### config.mk
export PLATFORM = sky130hd
export DESIGN_NAME = cordic_ctrl
export DESIGN_NICKNAME = d
export VERILOG_FILES = /design/src/rtl/cordic_ctrl.sv
export SDC_FILE = /design/constraint.sdc
export NUM_CORES = 1
export LEC_CHECK = 0
export ABC_AREA = 1
export BUFFER_PORTS_ARGS = -buffer_cell sky130_fd_sc_hd__buf_2
export CORE_ASPECT_RATIO = 1.1
export CORE_UTILIZATION = 42
export DETAILED_ROUTE_END_ITERATION = 8
export HOLD_SLACK_MARGIN = 0.12
export PLACE_DENSITY_LB_ADDON = 0.08
export SYNTH_ARGS = -nofsm -noshare
export SYNTH_HDL_FRONTEND = slang
export SYNTH_SLANG_ARGS = --single-unit
### constraint.sdc
create_clock -name clk -period 2.7 [get_ports clk]
set_clock_uncertainty 0.05 [all_clocks]
set_input_delay 0.135 -clock clk [delete_from_list [all_inputs] [get_ports clk]]
set_output_delay 0.135 -clock clk [all_outputs]
set_load 0.005 [all_outputs]
### src/rtl/cordic_ctrl.sv
// Custom-instruction sequencer for the CORDIC datapath: operand latch, special-operand bypass,
// core launch/wait and result return. Optional WAIT abort is enabled by defining CTRL_TIMEOUT_EN.
module cordic_ctrl #(
  parameter logic [31:0] SPECIAL_ZERO_RES = 32'h3f800000,
  parameter logic [31:0] SPECIAL_POS_RES  = 32'h3f0a5140,
  parameter logic [31:0] SPECIAL_NEG_RES  = 32'h3f0a5140,
  parameter int          TIMEOUT_CYCLES   = 64,
  parameter logic [31:0] TIMEOUT_RES      = 32'h7fc00000
) (
  input  logic        clk,
  input  logic        reset,
  input  logic        clk_en,
  input  logic        start,
  input  logic [31:0] dataa,
  output logic        done,
  output logic [31:0] result,
  output logic        busy,
  output logic        err,
  output logic [31:0] unp_data,
  input  logic        unp_sign,
  input  logic [31:0] unp_fixed,
  input  logic        unp_special,
  output logic        core_start,
  output logic [31:0] core_angle,
  input  logic        core_done,
  input  logic [31:0] core_result
);

  typedef enum logic [2:0] {
    ST_IDLE   = 3'd0,
    ST_UNPACK = 3'd1,
    ST_LAUNCH = 3'd2,
    ST_WAIT   = 3'd3,
    ST_DONE   = 3'd4
  } state_t;

  state_t      state_r, state_s;
  logic [31:0] result_r, result_s;
  logic [31:0] unp_data_r, unp_data_s;
  logic [31:0] core_angle_r, core_angle_s;
  logic        timeout_s;

`ifdef CTRL_TIMEOUT_EN
  localparam int            CW     = $clog2(TIMEOUT_CYCLES + 1);
  localparam logic [CW-1:0] TO_LIM = CW'(TIMEOUT_CYCLES);

  logic [CW-1:0] cnt_r;
  logic [CW-1:0] cnt_nx_s;
  logic          err_r;

  // Timeout detection; a core_done in the same cycle takes priority
  always_comb begin
    cnt_nx_s  = cnt_r + {{(CW-1){1'b0}}, 1'b1};
    timeout_s = (state_r == ST_WAIT) && !core_done && (cnt_nx_s == TO_LIM);
  end

  // WAIT cycle counter, cleared while launching
  always_ff @(posedge clk or posedge reset) begin
    if (reset) begin
      cnt_r <= {CW{1'b0}};
    end else if (clk_en) begin
      if (state_r == ST_LAUNCH) begin
        cnt_r <= {CW{1'b0}};
      end else if ((state_r == ST_WAIT) && !core_done) begin
        cnt_r <= cnt_nx_s;
      end else begin
        cnt_r <= cnt_r;
      end
    end
  end

  // Error flag: set by a timeout, cleared when a new request is accepted
  always_ff @(posedge clk or posedge reset) begin
    if (reset) begin
      err_r <= 1'b0;
    end else if (clk_en) begin
      if ((state_r == ST_IDLE) && start) begin
        err_r <= 1'b0;
      end else if (timeout_s) begin
        err_r <= 1'b1;
      end else begin
        err_r <= err_r;
      end
    end
  end

  assign err = err_r;
`else
  assign timeout_s = 1'b0;
  assign err       = 1'b0;
`endif

  // Next-state and registered-output update logic
  always_comb begin
    state_s      = state_r;
    result_s     = result_r;
    unp_data_s   = unp_data_r;
    core_angle_s = core_angle_r;
    case (state_r)
      ST_IDLE: begin
        if (start) begin
          unp_data_s = dataa;
          state_s    = ST_UNPACK;
        end else begin
          state_s = ST_IDLE;
        end
      end
      ST_UNPACK: begin
        if (unp_special) begin
          // Zero of either sign is told apart from +/-1 by the latched magnitude
          if (unp_data_r[30:0] == 31'd0) begin
            result_s = SPECIAL_ZERO_RES;
          end else if (unp_sign) begin
            result_s = SPECIAL_NEG_RES;
          end else begin
            result_s = SPECIAL_POS_RES;
          end
          state_s = ST_DONE;
        end else begin
          core_angle_s = unp_fixed;
          state_s      = ST_LAUNCH;
        end
      end
      ST_LAUNCH: begin
        state_s = ST_WAIT;
      end
      ST_WAIT: begin
        if (core_done) begin
          result_s = core_result;
          state_s  = ST_DONE;
        end else if (timeout_s) begin
          result_s = TIMEOUT_RES;
          state_s  = ST_DONE;
        end else begin
          state_s = ST_WAIT;
        end
      end
      ST_DONE: begin
        state_s = ST_IDLE;
      end
      default: begin
        state_s = ST_IDLE;
      end
    endcase
  end

  // State and datapath registers, frozen while clk_en is low
  always_ff @(posedge clk or posedge reset) begin
    if (reset) begin
      state_r      <= ST_IDLE;
      result_r     <= 32'h0000_0000;
      unp_data_r   <= 32'h0000_0000;
      core_angle_r <= 32'h0000_0000;
    end else if (clk_en) begin
      state_r      <= state_s;
      result_r     <= result_s;
      unp_data_r   <= unp_data_s;
      core_angle_r <= core_angle_s;
    end
  end

  assign done       = (state_r == ST_DONE);
  assign busy       = (state_r != ST_IDLE);
  assign core_start = (state_r == ST_LAUNCH);
  assign result     = result_r;
  assign unp_data   = unp_data_r;
  assign core_angle = core_angle_r;

endmodule

==> impl_results.html, run 1 <==
<table>
<tr><th>Metric</th><th>Value</th></tr>
<tr><th colspan="2">Worst hold path</th></tr>
<tr><td>Worst min path class</td><td>input port to register</td></tr>
<tr><th colspan="2">Routing</th></tr>
<tr><td>Starting DRT DRC Count</td><td>89</td></tr>
<tr><td>Pre-antenna DRT Iters</td><td>4</td></tr>
<tr><td>Total wirelength of the detailed-routed design</td><td>around 10000 µm</td></tr>
<tr><td>Number of remaining DRC errors</td><td>0</td></tr>
<tr><td>Number of nets still failing antenna checks after routing</td><td>0</td></tr>
<tr><td>Vias per std cell</td><td>about 4.6</td></tr>
<tr><td>Wirelength per Cell</td><td>13.6 µm</td></tr>
<tr><td>Routed vias</td><td>about 3600</td></tr>
<tr><th colspan="2">Timing</th></tr>
<tr><td>Measured slew at the worst slew-check pin</td><td>896 ps</td></tr>
<tr><td>Peak Freq</td><td>0.480 GHz</td></tr>
<tr><td>Number of hold-slack violations in the final timing report</td><td>0</td></tr>
<tr><td>RSZ-0062 raised after global routing</td><td>no</td></tr>
<tr><td>Number of slew-limit violations in the final report</td><td>0</td></tr>
<tr><td>Period Utilization, post-route</td><td>slightly below 80%</td></tr>
<tr><td>Time the final worst path needs with I/O delays and setup</td><td>2090 ps</td></tr>
<tr><td>TNS Setup</td><td>0 ps</td></tr>
<tr><td>Setup violators final</td><td>0</td></tr>
<tr><td>Slew HR</td><td>roughly 40%</td></tr>
<tr><th colspan="2">Setup path</th></tr>
<tr><td>WS Path Type</td><td>register to register</td></tr>
<tr><td>End of the critical path</td><td>result[1]$_DFFE_PP0P_</td></tr>
<tr><td>Logic depth of the worst register-to-register path</td><td>6</td></tr>
<tr><td>Max stage delay cell, worst path</td><td>nand3_2</td></tr>
<tr><td>R2R Setup Slk</td><td>a little over 600 ps</td></tr>
<tr><td>Beginning of the critical path</td><td>state_r[2]$_DFFE_PP0P_</td></tr>
<tr><td>Peak fanout along the critical path</td><td>38</td></tr>
<tr><td>Family with the most delay on the worst path</td><td>simple AND/OR/NAND/NOR gates</td></tr>
<tr><td>Critical R2R Capture</td><td>result[1]$_DFFE_PP0P_</td></tr>
<tr><td>Critical path launch point type</td><td>register</td></tr>
<tr><td>Cell depth of the worst setup path</td><td>6</td></tr>
<tr><td>Biggest cell delay along the critical path</td><td>around 570 ps</td></tr>
<tr><td>Setup crit end kind</td><td>register</td></tr>
<tr><td>CP cell instances</td><td>inv_2, nand2_2, a21oi_2, nand3_2, buf_12, o21ai_0</td></tr>
<tr><td>CP required</td><td>2920 ps</td></tr>
<tr><td>Startpoint of the most critical register-to-register path</td><td>state_r[2]$_DFFE_PP0P_</td></tr>
<tr><td>Total buffers and inverters traversed by the critical path</td><td>2</td></tr>
<tr><td>Data arrival at the endpoint of the critical path</td><td>between 2000 and 2500 ps</td></tr>
<tr><th colspan="2">Clocking</th></tr>
<tr><td>Buffer cell driving the clock tree root</td><td>clkbuf_8</td></tr>
<tr><td>Clock-pin slew on the worst setup and hold paths</td><td>90 ps</td></tr>
<tr><td>Post-CTS setup buffer count</td><td>0</td></tr>
<tr><td>Clock tree from TritonCTS</td><td>built</td></tr>
<tr><td>CTS Sinks</td><td>about 100</td></tr>
<tr><td>Longest Clk Path Bufs</td><td>2</td></tr>
<tr><td>Clock buffers created by TritonCTS</td><td>9</td></tr>
<tr><td>Worst-skew pair later-pin latency</td><td>360 ps</td></tr>
<tr><td>H-Tree Depth</td><td>3</td></tr>
<tr><th colspan="2">Cells and area</th></tr>
<tr><td>Register area</td><td>roughly 0.0025 mm²</td></tr>
<tr><td>Final Non-Filler Cells</td><td>771</td></tr>
<tr><td>Net count reported at finish</td><td>752</td></tr>
<tr><td>Ratio of cells with drive above 1 in the final layout</td><td>between 40% and 50%</td></tr>
<tr><td>Layout area overhead</td><td>54.8%</td></tr>
<tr><td>Area of the multi-input gates</td><td>0.00152 mm²</td></tr>
<tr><td>N_diodes</td><td>0</td></tr>
<tr><td>Number of filler cells placed in the layout</td><td>roughly 750</td></tr>
<tr><td>Util after Layout</td><td>68.0%</td></tr>
<tr><th colspan="2">Pwr</th></tr>
<tr><td>Internal power component</td><td>a little over 4000 µW</td></tr>
<tr><td>Net Sw Frac</td><td>around a third</td></tr>
<tr><td>Share of total power in combinational logic</td><td>38.8%</td></tr>
<tr><td>Total power per unit cell area</td><td>~910 mW/mm²</td></tr>
<tr><td>Static leakage</td><td>about 0.0033 µW</td></tr>
<tr><td>Part of the total power dissipated in the clock network</td><td>18.1%</td></tr>
<tr><td>Max rail drop VDD</td><td>around 0.44 mV</td></tr>
<tr><td>Share of total power in sequential cells</td><td>between 40% and 50%</td></tr>
<tr><td>Net switching power</td><td>~1900 µW</td></tr>
<tr><th colspan="2">Placed design</th></tr>
<tr><td>Gpl congestion</td><td>between 0.7 and 0.8</td></tr>
<tr><td>Placed cells</td><td>around 660</td></tr>
<tr><td>Total half-perimeter wirelength after legalization and detailed placement</td><td>between 6000 and 7000 µm</td></tr>
<tr><td>PortBufs</td><td>200</td></tr>
<tr><th colspan="2">Synthesis</th></tr>
<tr><td>Sequential element share of the synthesized area</td><td>~60%</td></tr>
<tr><td>Number of distinct library cells after synthesis</td><td>25</td></tr>
<tr><td>Synth Register Bits</td><td>99</td></tr>
<tr><td>Post-synthesis area per instance</td><td>11.9 µm²</td></tr>
<tr><td>Yosys warns</td><td>0</td></tr>
<tr><td>Synthesized cell area</td><td>0.00419 mm²</td></tr>
<tr><td>Gate count of the mapped netlist</td><td>352</td></tr>
<tr><td>Mapped Nets</td><td>between 400 and 500</td></tr>
<tr><th colspan="2">Global route</th></tr>
<tr><td>Maximum number of pins on one net before global-route repair</td><td>50</td></tr>
<tr><td>Overall routing resource usage</td><td>20.2%</td></tr>
<tr><td>Antenna violations before repair</td><td>0</td></tr>
<tr><td>GRT met1 Usage</td><td>about a quarter</td></tr>
<tr><td>Global-route met2 utilization</td><td>33.2%</td></tr>
<tr><td>Wire length of the first global-routing pass</td><td>~17000 µm</td></tr>
<tr><td>Global routing's busiest layer</td><td>met2</td></tr>
<tr><td>M3 GR Usage</td><td>roughly 5.3%</td></tr>
<tr><td>Via count of the first global-routing pass</td><td>approximately 3500</td></tr>
<tr><td>GRT Residual Overflow</td><td>0</td></tr>
<tr><th colspan="2">Floorplanning</th></tr>
<tr><td>Number of standard-cell rows in the floorplan</td><td>37</td></tr>
<tr><td>Initial cell density of the core</td><td>between 40% and 50%</td></tr>
<tr><td>Horizontal die dimension</td><td>roughly 97 µm</td></tr>
<tr><td>Die footprint</td><td>between 0.01 and 0.015 mm²</td></tr>
<tr><td>Top-level I/O count</td><td>roughly 200</td></tr>
<tr><td>Core Box Area</td><td>between 0.009 and 0.01 mm²</td></tr>
<tr><td>Die Y-Extent</td><td>approximately 110 µm</td></tr>
<tr><th colspan="2">Flow run</th></tr>
<tr><td>Max_cap viols</td><td>0</td></tr>
<tr><th colspan="2">Status</th></tr>
<tr><td>Run status</td><td>complete, no violations</td></tr>
</table>
==> synthesized netlist by cell type <==
cell      instances  area share, %
a21oi_1           8           0.96
a21oi_2           1           0.21
buf_2             7           0.84
buf_4             3           0.54
buf_6             6            1.6
clkbuf_2          1           0.12
conb_1            1          0.090
dfrtp_1          99             59
inv_1            11           0.99
inv_2             4           0.36
mux2_1            2           0.54
mux2_2           31            8.3
mux2_4           30             11
nand2_1          63            5.6
nand2_2           1           0.15
nand3_1           1           0.12
nand3_2           1           0.24
nand3_4           1           0.42
nand4_4           1           0.51
nor2_1           46            4.1
nor2_2            2           0.30
nor2_4            1           0.27
nor3_1            2           0.24
o21ai_0          28            3.3
o21ai_1           1           0.12
==> power by group through the flow <==
stage / clock, µW / sequential, µW / combinational, µW
after CTS: 1110 / 2540 / 2310
after global placement: 0 / 2530 / 2150
after floorplan: 0 / 2600 / 1200
after global routing: 1160 / 2640 / 2520
final: 1070 / 2550 / 2290
after detailed placement: 0 / 2560 / 2180
==> worst min-delay path, cell delays in order <==
cell	delay [ps]
buf_2	100
inv_1	80
a21oi_1	90
nand2_1	60
nand2_1	40
o21ai_0	60
==> through the flow <==
step	worst slack, ps	total power (µW)	hold slack [ps]	area, µm²
global placement	728	4680	300	5260
global route	434	6310	212	6480
CTS	626	5960	164	6480
detailed placement	658	4740	307	5260
floorplan	1290	3800	217	4190
finish	615	5910	182	6480
==> kinds of logic after synthesis <==
family                 Yosys count  synth area share [%]
other                            1                0.0896
flip-flops                      99                  59.2
buffers and inverters           32                  4.45
AND/OR/NAND/NOR                119                  12.0
multiplexers                    63                  19.6
AO/OA/AOI/OAI                   38                  4.63
==> routing by layer <==
metal / vias to the layer above / part of all wire [%] / routed length, µm
met5: - / 0 / 0
met2: 115 / 49 / 5120
li1: 1740 / - / -
met1: 1676 / 43 / 4520
met3: 20 / 6.0 / 624
met4: 0 / 1.9 / 199
==> final cells by class <==
class | instances | area share, %
clock buffers | 12 | 2.39
clock inverters | 4 | 1.12
inverters | 15 | 0.927
multi-input cells | 221 | 23.5
well taps | 117 | 2.26
flip-flops and latches | 99 | 38.2
repair buffers | 303 | 31.6
==> layout by cell type, fill, tap and decap left out, types with 4 or more instances in the layout <==
cell type	instances
a21oi_1	8
mux2_4	30
dfrtp_1	99
inv_1	10
nand2_1	63
dlygate4sd3_1	99
mux2_2	31
o21ai_0	28
buf_2	200
inv_2	4
nor2_1	46
clkbuf_8	11
==> sequential cells by signal, summed over array words and instances, names as in the netlist <==
name        count
result         32
state_r         3
core_angle     32
unp_data       32
==> worst min path at each step <==
stage                     start                         end  slack, ps  cells after the start
detailed placement     dataa[5]     unp_data[5]$_DFFE_PP0P_        310                      2
finish                core_done      state_r[1]$_DFFE_PP0P_        180                      6
global route        unp_special      state_r[1]$_DFFE_PP0P_        210                      6
CTS                 unp_special      state_r[1]$_DFFE_PP0P_        160                      6
global placement          reset  core_angle[29]$_DFFE_PP0P_        300                      2
floorplan              dataa[1]     unp_data[1]$_DFFE_PP0P_        220                      1
==> timing repair <==
action	CTS	global route
setup endpoints to repair	0	0
hold buffers	99	0
resized for setup	0	0
hold endpoints to repair	138	0
Note: power is estimated with default switching activity, not from simulation.
==> inputs of run 2 (changes only) <==
Clock period 2.7 ns to 1.8 ns, I/O delays scaled along.
==> run 2 against run 1 <==
  * Worst hold slack worse by 33 ps
  * Cell area grew 1.5%
  * Combinational power rose by 51%
  * Critical endpoint is now result[19]$_DFFE_PP0P_
  * Sequential share of layout area is 0.58 points lower
  * Power up 54%
  * Largest cell class unchanged
  * Core utilization is 1.0 points higher
  * Global-route usage is 1.1 points higher
==> impl_results.html, run 2 (synthesized netlist as in run 1, its figures left out) <==
<table>
<tr><th>Metric</th><th>Value</th></tr>
<tr><th colspan="2">Timing</th></tr>
<tr><td>Period Utilization, post-route</td><td>between 90% and 100%</td></tr>
<tr><td>Time the final worst path needs with I/O delays and setup</td><td>roughly 1600 ps</td></tr>
<tr><td>Measured slew at the worst slew-check pin</td><td>~530 ps</td></tr>
<tr><td>Number of slew-limit violations in the final report</td><td>0</td></tr>
<tr><td>Slew HR</td><td>roughly two thirds</td></tr>
<tr><td>TNS Setup</td><td>0 ps</td></tr>
<tr><td>RSZ-0062 raised after global routing</td><td>no</td></tr>
<tr><td>Setup violators final</td><td>0</td></tr>
<tr><td>Peak Freq</td><td>0.610 GHz</td></tr>
<tr><td>Worst setup slack after layout</td><td>approximately 160 ps</td></tr>
<tr><td>Number of hold-slack violations in the final timing report</td><td>0</td></tr>
<tr><th colspan="2">Status</th></tr>
<tr><td>Run status</td><td>complete, no violations</td></tr>
<tr><th colspan="2">Routing</th></tr>
<tr><td>Wirelength per Cell</td><td>13.7 µm</td></tr>
<tr><td>Pre-antenna DRT Iters</td><td>4</td></tr>
<tr><td>Number of nets still failing antenna checks after routing</td><td>0</td></tr>
<tr><td>Vias per std cell</td><td>roughly 4.6</td></tr>
<tr><td>Starting DRT DRC Count</td><td>~150</td></tr>
<tr><td>Routed vias</td><td>3567</td></tr>
<tr><td>Number of remaining DRC errors</td><td>0</td></tr>
<tr><td>Total wirelength of the detailed-routed design</td><td>10700 µm</td></tr>
<tr><th colspan="2">Pwr</th></tr>
<tr><td>Internal power component</td><td>between 6000 and 7000 µW</td></tr>
<tr><td>Total power per unit cell area</td><td>about 1400 mW/mm²</td></tr>
<tr><td>Net Sw Frac</td><td>a little under a third</td></tr>
<tr><td>Max rail drop VDD</td><td>0.732 mV</td></tr>
<tr><td>Share of total power in combinational logic</td><td>a little under two fifths</td></tr>
<tr><td>Static leakage</td><td>0.00339 µW</td></tr>
<tr><td>Part of the total power dissipated in the clock network</td><td>between 20% and 30%</td></tr>
<tr><td>Share of total power in sequential cells</td><td>between 40% and 50%</td></tr>
<tr><td>Net switching power</td><td>2820 µW</td></tr>
<tr><th colspan="2">Floorplanning</th></tr>
<tr><td>Core Box Area</td><td>0.00954 mm²</td></tr>
<tr><td>Initial cell density of the core</td><td>around 44%</td></tr>
<tr><td>Top-level I/O count</td><td>203</td></tr>
<tr><td>Horizontal die dimension</td><td>between 90 and 100 µm</td></tr>
<tr><td>Number of standard-cell rows in the floorplan</td><td>37</td></tr>
<tr><td>Die footprint</td><td>just over 0.01 mm²</td></tr>
<tr><td>Die Y-Extent</td><td>approximately 110 µm</td></tr>
<tr><th colspan="2">Global route</th></tr>
<tr><td>Via count of the first global-routing pass</td><td>3805</td></tr>
<tr><td>Maximum number of pins on one net before global-route repair</td><td>60</td></tr>
<tr><td>Overall routing resource usage</td><td>a little over a fifth</td></tr>
<tr><td>GRT Residual Overflow</td><td>0</td></tr>
<tr><td>Antenna violations before repair</td><td>0</td></tr>
<tr><td>Wire length of the first global-routing pass</td><td>between 15000 and 20000 µm</td></tr>
<tr><th colspan="2">Setup path</th></tr>
<tr><td>CP cell instances</td><td>inv_2, nand2_2, nor2_4, nand2_1, nand3_2, buf_12, inv_2, nor2_1, a21oi_1</td></tr>
<tr><td>Peak fanout along the critical path</td><td>a little under 60</td></tr>
<tr><td>Cell type with the highest occurrence count on the critical path</td><td>inv_2</td></tr>
<tr><td>Data arrival at the endpoint of the critical path</td><td>around 1800 ps</td></tr>
<tr><td>CP required</td><td>between 1500 and 2000 ps</td></tr>
<tr><td>Setup crit end kind</td><td>register</td></tr>
<tr><td>Max stage delay cell, worst path</td><td>dfrtp_1</td></tr>
<tr><td>WS Path Type</td><td>register to register</td></tr>
<tr><td>Critical path launch point type</td><td>register</td></tr>
<tr><td>Biggest cell delay along the critical path</td><td>approximately 400 ps</td></tr>
<tr><th colspan="2">Clocking</th></tr>
<tr><td>Longest Clk Path Bufs</td><td>2</td></tr>
<tr><td>CTS hold repair buffers</td><td>100</td></tr>
<tr><td>Clock buffers created by TritonCTS</td><td>9</td></tr>
<tr><td>Post-cts resize count</td><td>0</td></tr>
<tr><td>CTS Sinks</td><td>99</td></tr>
<tr><td>Buffer cell driving the clock tree root</td><td>clkbuf_8</td></tr>
<tr><td>H-Tree Depth</td><td>3</td></tr>
<tr><td>Post-CTS setup buffer count</td><td>0</td></tr>
<tr><td>Clock tree from TritonCTS</td><td>built</td></tr>
<tr><td>Clock-pin slew on the worst setup and hold paths</td><td>90 ps</td></tr>
<tr><td>Worst-skew pair later-pin latency</td><td>roughly 350 ps</td></tr>
<tr><th colspan="2">Cells and area</th></tr>
<tr><td>N_diodes</td><td>0</td></tr>
<tr><td>Number of filler cells placed in the layout</td><td>between 700 and 800</td></tr>
<tr><td>Most used cells in the layout excluding fill and tap cells</td><td>buf_2, dlygate4sd3_1, dfrtp_1</td></tr>
<tr><td>Ratio of cells with drive above 1 in the final layout</td><td>between 40% and 50%</td></tr>
<tr><td>Layout area overhead</td><td>57.2%</td></tr>
<tr><td>Most common cell after layout, fill and taps aside</td><td>buf_2</td></tr>
<tr><td>Net count reported at finish</td><td>757</td></tr>
<tr><th colspan="2">Worst hold path</th></tr>
<tr><td>Worst min path class</td><td>input port to register</td></tr>
<tr><th colspan="2">Placed design</th></tr>
<tr><td>Gpl congestion</td><td>~0.8</td></tr>
<tr><td>PortBufs</td><td>200</td></tr>
<tr><td>Total half-perimeter wirelength after legalization and detailed placement</td><td>6850 µm</td></tr>
<tr><td>Pre-CTS setup slack</td><td>roughly 170 ps</td></tr>
<tr><th colspan="2">Flow run</th></tr>
<tr><td>Max_cap viols</td><td>0</td></tr>
</table>
==> run 2: cell types whose count changed in the layout (fill, tap and decap cells not counted), sizes merged <==
cell / previous run / this run
inv: 14 / 15
clkbuf: 12 / 9
bufinv: 2 / 4
dlygate4sd3: 99 / 100
buf: 204 / 208
clkinv: 1 / 2
clkinvlp: 2 / 1
==> run 2: critical path: cells and delay by family (launching register included) <==
family	cells	cell delay, ps
buf+inv	3	460
flops	1	400
compound gates	1	50
simple gates	5	520
==> run 2: through the flow <==
| step | cells | hold WS (ps) | utilization (%) | total power, µW | instance area [µm²] |
|---|---|---|---|---|---|
| detailed placement | 660 | 167 | 55.8 | 7160 | 5320 |
| finish | 776 | 149 | 69.0 | 9100 | 6580 |
| global placement | 660 | 156 | 55.8 | 7050 | 5320 |
| floorplan | 352 | 172 | - | 5690 | 4190 |
| CTS | 776 | 128 | 69.0 | 9190 | 6580 |
| global route | 776 | 169 | 69.0 | 9750 | 6580 |
==> run 2: final cells by class <==
cell class / count / area [µm²] / area share (%)
flip-flops and latches: 99 / 2480 / 37.6
inverters: 15 / 60.1 / 0.913
multi-input cells: 221 / 1520 / 23.1
clock inverters: 7 / 139 / 2.11
repair buffers: 308 / 2110 / 32.1
clock buffers: 9 / 124 / 1.88
well taps: 117 / 146 / 2.22
==> run 2: routing by layer <==
| layer | up-vias | global-route usage, % | share of wire [%] |
|---|---|---|---|
| li1 | 1751 | - | - |
| met1 | 1682 | 26.9 | 43 |
| met2 | 119 | 36.2 | 50 |
| met3 | 15 | 4.04 | 5.4 |
| met4 | 0 | 8.42 | 1.6 |
| met5 | - | 0 | 0 |
==> run 2: power by group through the flow <==
stage	logic [µW]	clock network (µW)	registers (µW)
finish	3450	1830	3820
global route	3810	1980	3960
CTS	3490	1880	3820
detailed placement	3300	0	3860
global placement	3250	0	3800
floorplan	1790	0	3900
==> run 2: final timing paths <==
path | end | slack [ps] | cells past startpoint | from
max reg2reg | result[19]$_DFFE_PP0P_ | 160 | 9 | state_r[2]$_DFFE_PP0P_
min in group asynchronous | core_angle[14]$_DFFE_PP0P_ | 310 | 4 | reset
min reg2reg | result[23]$_DFFE_PP0P_ | 430 | 2 | result[23]$_DFFE_PP0P_
max | result[19]$_DFFE_PP0P_ | 160 | 9 | state_r[2]$_DFFE_PP0P_
max in group asynchronous | result[14]$_DFFE_PP0P_ | 910 | 4 | reset
min | state_r[1]$_DFFE_PP0P_ | 150 | 6 | core_done
